==> src/rtl/piano_voice_allocator.sv <==
// Shares NUM_VOICES tone generators among note events: scan for match/free/oldest, then commit.
// Optional build macro VOICE_STEAL_EN: a note-on with every voice busy steals the oldest voice.

module piano_voice_slot #(
  parameter int AGE_W = 8
) (
  input  logic             clk,
  input  logic             resetn,
  input  logic             load,
  input  logic             clr,
  input  logic             age_inc,
  input  logic [2:0]       note_oct,
  input  logic [3:0]       note_semi,
  output logic             active,
  output logic [2:0]       oct,
  output logic [3:0]       semi,
  output logic [AGE_W-1:0] age,
  output logic             trig
);
  always_ff @(posedge clk or negedge resetn) begin
    if (!resetn) begin
      active <= 1'b0;
      oct    <= '0;
      semi   <= '0;
      age    <= '0;
      trig   <= 1'b0;
    end else begin
      trig <= load;
      if (load) begin
        active <= 1'b1;
        oct    <= note_oct;
        semi   <= note_semi;
        age    <= '0;
      end else if (clr) begin
        active <= 1'b0;
        age    <= '0;
      end else if (age_inc && active && age != {AGE_W{1'b1}}) begin
        age <= age + 1'b1;
      end
    end
  end
endmodule

module piano_voice_allocator #(
  parameter int NUM_VOICES = 4,
  parameter int AGE_W      = 8
) (
  input  logic                    clk,
  input  logic                    resetn,
  input  logic                    ev_valid,
  output logic                    ev_ready,
  input  logic                    ev_note_on,
  input  logic [2:0]              ev_octave,
  input  logic [3:0]              ev_semitone,
  output logic [NUM_VOICES-1:0]   voice_active,
  output logic [3*NUM_VOICES-1:0] voice_octave,
  output logic [4*NUM_VOICES-1:0] voice_semitone,
  output logic [NUM_VOICES-1:0]   voice_trig,
  output logic                    busy,
  output logic [7:0]              drop_count
);
  localparam int IDX_W = $clog2(NUM_VOICES);
  localparam logic [IDX_W-1:0] LAST = IDX_W'(NUM_VOICES - 1);

  typedef enum logic [1:0] {IDLE, SCAN, COMMIT} state_t;

  state_t                             state;
  logic [IDX_W-1:0]                   idx;
  logic                               on_q;
  logic [2:0]                         oct_q;
  logic [3:0]                         semi_q;
  logic                               match_vld, free_vld;
  logic [IDX_W-1:0]                   match_idx, free_idx;
  logic [NUM_VOICES-1:0][2:0]         v_oct;
  logic [NUM_VOICES-1:0][3:0]         v_semi;
  logic [NUM_VOICES-1:0][AGE_W-1:0]   v_age;
  logic                               tgt_vld, do_clr, do_drop;
  logic [IDX_W-1:0]                   tgt_idx;
  logic                               commit;

  assign voice_octave   = v_oct;
  assign voice_semitone = v_semi;
  assign ev_ready       = (state == IDLE);
  assign busy           = ~ev_ready;
  assign commit         = (state == COMMIT);

`ifdef VOICE_STEAL_EN
  logic             old_vld;
  logic [IDX_W-1:0] old_idx;
  logic [AGE_W-1:0] old_age;
`else
  logic unused_age;
  assign unused_age = ^v_age;
`endif

  always_comb begin
    tgt_vld = 1'b0;
    tgt_idx = '0;
    do_clr  = 1'b0;
    do_drop = 1'b0;
    if (semi_q >= 4'd12) begin
      do_drop = 1'b1;
    end else if (on_q) begin
      if (match_vld) begin
        tgt_vld = 1'b1;
        tgt_idx = match_idx;
      end else if (free_vld) begin
        tgt_vld = 1'b1;
        tgt_idx = free_idx;
      end else begin
`ifdef VOICE_STEAL_EN
        tgt_vld = old_vld;
        tgt_idx = old_idx;
`else
        do_drop = 1'b1;
`endif
      end
    end else begin
      do_clr = match_vld;
    end
  end

  always_ff @(posedge clk or negedge resetn) begin
    if (!resetn) begin
      state      <= IDLE;
      idx        <= '0;
      on_q       <= 1'b0;
      oct_q      <= '0;
      semi_q     <= '0;
      match_vld  <= 1'b0;
      match_idx  <= '0;
      free_vld   <= 1'b0;
      free_idx   <= '0;
      drop_count <= '0;
`ifdef VOICE_STEAL_EN
      old_vld    <= 1'b0;
      old_idx    <= '0;
      old_age    <= '0;
`endif
    end else begin
      case (state)
        IDLE: if (ev_valid) begin
          on_q      <= ev_note_on;
          oct_q     <= ev_octave;
          semi_q    <= ev_semitone;
          idx       <= '0;
          match_vld <= 1'b0;
          free_vld  <= 1'b0;
`ifdef VOICE_STEAL_EN
          old_vld   <= 1'b0;
`endif
          state     <= SCAN;
        end
        SCAN: begin
          // First hit wins, so match and free both resolve to the lowest index.
          if (voice_active[idx] && v_oct[idx] == oct_q && v_semi[idx] == semi_q && !match_vld) begin
            match_vld <= 1'b1;
            match_idx <= idx;
          end
          if (!voice_active[idx] && !free_vld) begin
            free_vld <= 1'b1;
            free_idx <= idx;
          end
`ifdef VOICE_STEAL_EN
          if (voice_active[idx] && (!old_vld || v_age[idx] > old_age)) begin
            old_vld <= 1'b1;
            old_idx <= idx;
            old_age <= v_age[idx];
          end
`endif
          if (idx == LAST) state <= COMMIT;
          else             idx   <= idx + 1'b1;
        end
        COMMIT: begin
          if (do_drop && drop_count != 8'hFF) drop_count <= drop_count + 8'd1;
          state <= IDLE;
        end
        default: state <= IDLE;
      endcase
    end
  end

  for (genvar i = 0; i < NUM_VOICES; i++) begin : g_voice
    logic hit;
    assign hit = tgt_vld && tgt_idx == IDX_W'(i);
    piano_voice_slot #(.AGE_W(AGE_W)) u_slot (
      .clk       (clk),
      .resetn    (resetn),
      .load      (commit && hit),
      .clr       (commit && do_clr && match_idx == IDX_W'(i)),
      .age_inc   (commit && tgt_vld && !hit),
      .note_oct  (oct_q),
      .note_semi (semi_q),
      .active    (voice_active[i]),
      .oct       (v_oct[i]),
      .semi      (v_semi[i]),
      .age       (v_age[i]),
      .trig      (voice_trig[i])
    );
  end
endmodule

==> config.mk <==
export PLATFORM = sky130hd
export DESIGN_NAME = piano_voice_allocator
export DESIGN_NICKNAME = d
export VERILOG_FILES = /design/src/rtl/piano_voice_allocator.sv
export SDC_FILE = /design/constraint.sdc
export NUM_CORES = 1
export LEC_CHECK = 0
export BUFFER_PORTS_ARGS = -buffer_cell sky130_fd_sc_hd__buf_4
export CORE_AREA = 2 2 79 81
export CTS_CLUSTER_SIZE = 8
export DETAILED_ROUTE_END_ITERATION = 12
export DIE_AREA = 0 0 81 83
export HOLD_SLACK_MARGIN = 0.12
export PLACE_DENSITY = 0.69
export SLEW_MARGIN = 5
export SYNTH_ARGS = -nofsm -noshare
export SYNTH_HDL_FRONTEND = slang
export SYNTH_SLANG_ARGS = --single-unit
==> constraint.sdc <==
create_clock -name clk -period 5.2 [get_ports clk]
set_input_delay 0.26 -clock clk [delete_from_list [all_inputs] [get_ports clk]]
set_output_delay 0.26 -clock clk [all_outputs]
set_load 0.005 [all_outputs]
==> Implementation_results.wiki <==
{| class="wikitable"
! Metric !! Value
|-
| Pins Over Slew Limit || 0
|-
| Pwr Total || 0.001660 W
|-
| Longest Clk Path Bufs || 2
|-
| Floorplan die height || 83 µm
|-
| Initial cell density of the core || 49.07%
|-
| Skew-Pair Late Insertion Delay || 340 ps
|-
| Leading cell type in the layout, fill and taps excluded || dfrtp_1
|-
| Max H-tree Level || 3
|-
| Normalized max-slew margin || 47.52%
|-
| Start of the worst register-to-register path || idx[0]
|-
| Share of Yosys cell area claimed by the top area cell type || 54.36%
|-
| Chain of cells forming the critical path || mux4_1 -> xnor2_1 -> nand3_1 -> nor4_4 -> mux2_1
|-
| Crit Path Class || register to register
|-
| Worst hold path depth || 2
|-
| Combined flip-flop and latch cell area || 1551 µm²
|-
| Worst slack on hold paths || 149.9 ps
|-
| Core Rows || 28
|-
| Areal power density over the cells || 476.8 nW/µm²
|-
| Endpoint of the most critical register-to-register path || match_idx[0]
|-
| Post-synth design cell area || 2854 µm²
|-
| Register bit total from synthesis || 62
|-
| Post-synthesis sequential area ratio || 54.36%
|-
| CP max FO || 13
|-
| Num Clock Sinks || 62
|-
| Outcome || complete, no violations
|-
| Post-synth top area cell || dfrtp_1
|-
| Via count || 1,757
|-
| Setup crit start kind || register
|-
| Post-Syn Area per Cell || 14.06 µm²
|-
| Total wirelength of the detailed-routed design || 5601 µm
|-
| Total nets after synthesis || 216
|-
| GRT Util Overall || 18.27%
|-
| Setup repair after global routing missed its margin || false
|-
| Worst R2R Setup Slack || 2730 ps
|-
| Global placement routability congestion || 0.7724
|-
| Min-Delay Path Class || primary input to register
|-
| Maximum number of pins on one net before global-route repair || 63
|-
| Detailed placer's ending HPWL || 3842 µm
|-
| Commonest cells after routing, fill and taps aside || 62 x dfrtp_1, 56 x buf_4, 39 x mux2_2
|-
| Final antenna diode count || 0
|-
| Synthesized netlist cell count || 203
|-
| Count of unresolved DRC violations after routing || 0
|-
| Maximum clock skew at final layout || 10.52 ps
|-
| Portion of the clock cycle consumed by the worst path in the final layout || 47.57%
|-
| Share of the core filled with cells || 59.85%
|-
| Die Span X || 81 µm
|-
| First-pass GRT wire length || 9149 µm
|-
| Area of combinational cells with multiple inputs || 1179 µm²
|-
| Drt wl/cell || 16.67 µm
|-
| Number of nets at the end of the flow || 269
|-
| Number of max-cap violations || 0
|-
| Port-buffer cells || 56
|-
| Number of setup buffers added after CTS || 0
|-
| Number of routed nets with antenna violations || 0
|-
| Cts-stage hold buffer count || 1
|-
| Vias per cell || 5.229
|-
| Initial antenna violation count || 0
|-
| Layout cell share with drive strength beyond 1 || 46.74%
|-
| Tmin final || 2474 ps
|-
| Cell types occupying the most area after synthesis || dfrtp_1 54%, mux2_2 15%, mux4_2 3.9%
|-
| Synth unique cells || 40
|-
| Worst Path Arrival || 2690 ps
|-
| Critical path's largest stage delay || 760 ps
|-
| Count of instances resized after the clock tree is built || 0
|-
| Fmax || 0.4042 GHz
|-
| Number of buffer and inverter instances along the worst setup path || 0
|-
| Final number of hold-violating endpoints || 0
|-
| Endpoint, Worst Hold || oct_q[1]
|-
| Fill cell total of the finished layout || 492
|-
| Slowest cell on the critical path || dfrtp_1
|-
| I/O pin count || 57
|-
| Kind of cell adding the most delay to the critical path || multiplexers
|-
| CP required || 5420 ps
|-
| Final count of negative-setup-slack endpoints || 0
|-
| Number of detailed-route iterations in the first pass || 4
|-
| Depth of the most critical reg-to-reg path || 5
|-
| Clock tree root buffer cell || clkbuf_8
|-
| Synthesis-to-finish area growth || 21.96%
|-
| Reported leakage power || 1.741 nW
|-
| Maximum resistive drop on vdd || 0.2452 mV
|-
| Number of synthesis warnings || 0
|-
| Startpoint of the tightest hold check path || ev_octave[1]
|-
| Via count of the first global-routing pass || 1,744
|-
| Summed negative setup slack over all endpoints || 0 ps
|-
| Worst slew pin tran || 782.9 ps
|-
| Number of buffers created by CTS || 9
|-
| Final global-route overflow total || 0
|-
| Clock tree from TritonCTS || built
|-
| Die area || 6723 µm²
|-
| Crit. End Element || register
|-
| Core box area || 5816 µm²
|-
| CTS clk-pin slew, worst paths || 70 ps
|-
| Initial DRC Count || 145
|}
area by class of cell:
| cell class | count | share of cell area, % |
|---|---|---|
| Clock buffer | 12 | 4.457 |
| Clock inverter | 4 | 1.294 |
| Inverter | 7 | 0.7549 |
| Multi-Input combinational cell | 119 | 33.86 |
| Sequential cell | 62 | 44.57 |
| Tap cell | 75 | 2.696 |
| Timing Repair Buffer | 57 | 12.37 |
worst reg2reg max path, stage by stage, from the launching register on:
cell     delay [ps]
dfrtp_1         760
mux4_1          650
xnor2_1         160
nand3_1         130
nor4_4          300
mux2_1          350
Yosys cell counts:
cell and instances:
a311oi_2 1, o31ai_1 2, nand4_1 4, a22oi_1 2, or2_2 1, mux4_2 5, a22o_2 1, dfrtp_1 62
a21o_1 1, o21ai_0 3, ha_1 2, nor2b_1 3, o21bai_1 1, nor4_4 1, mux2_1 2, a21boi_0 1
mux2_2 39, clkbuf_1 3, inv_1 7, buf_4 8, nor2_1 5, and2_1 1, nor4b_4 1, and3_1 3
nor3_2 1, and4_1 1, nand2_1 8, a22o_1 3, mux4_1 3, nand2b_1 3, nand4b_1 1, buf_6 1
clkbuf_2 1, mux2i_1 1, nor3b_1 2, nand3_1 2, a21o_2 1, xor2_1 3, buf_2 2, xnor2_1 11
sequential cells by signal, summed over array words and instances, names as in the netlist:
register	flops
g_voice.u_slot.semi	16
g_voice.u_slot.oct	12
drop_count	8
g_voice.u_slot.active	4
g_voice.u_slot.trig	4
semi_q	4
oct_q	3
free_idx	2
idx	2
match_idx	2
state	2
free_vld	1
match_vld	1
on_q	1
per-layer routing:
metal	track usage, %	vias up	share of wire [%]
li1	-	828	-
met1	27.30	882	48
met2	24.87	37	46
met3	3.696	10	3.9
met4	9.707	0	2.5
met5	0	-	0
metrics by stage:
stage	area, µm²	setup WS (ps)	instances
2_1_floorplan	2854	3175	203
3_3_place_gp	3271	2750	319
3_5_place_dp	3271	2685	319
4_1_cts	3481	2677	336
5_1_grt	3481	2592	336
6_report	3481	2726	336
power breakdown:
group	total [W]	switching (W)	internal [W]
clock network	0.000425	0.000180	0.000245
logic	0.000466	0.000173	0.000293
registers	0.000769	0.000172	0.000597
total	0.00166	0.000525	0.00113
cells by family after synthesis:
| logic type | after synthesis | share of synthesized area, % |
|---|---|---|
| adder cells (fa/ha/maj) | 2 | 0.8767 |
| multiplexers | 50 | 23.24 |
| flip-flops | 62 | 54.36 |
| buffers and inverters | 22 | 4.340 |
| XOR/XNOR | 14 | 4.296 |
| AO/OA/AOI/OAI | 16 | 4.472 |
| AND/OR/NAND/NOR | 37 | 8.418 |
worst max-delay path by stage:
stage | depth (start not counted) | start | to
after floorplan | 5 | idx[0] | match_idx[1]
after global placement | 5 | idx[0] | match_idx[1]
after detailed placement | 5 | idx[0] | match_idx[0]
after CTS | 5 | idx[0] | match_idx[0]
after global routing | 5 | idx[0] | match_idx[0]
final | 5 | idx[0] | match_idx[0]
Power figures use the tool's default switching activity.
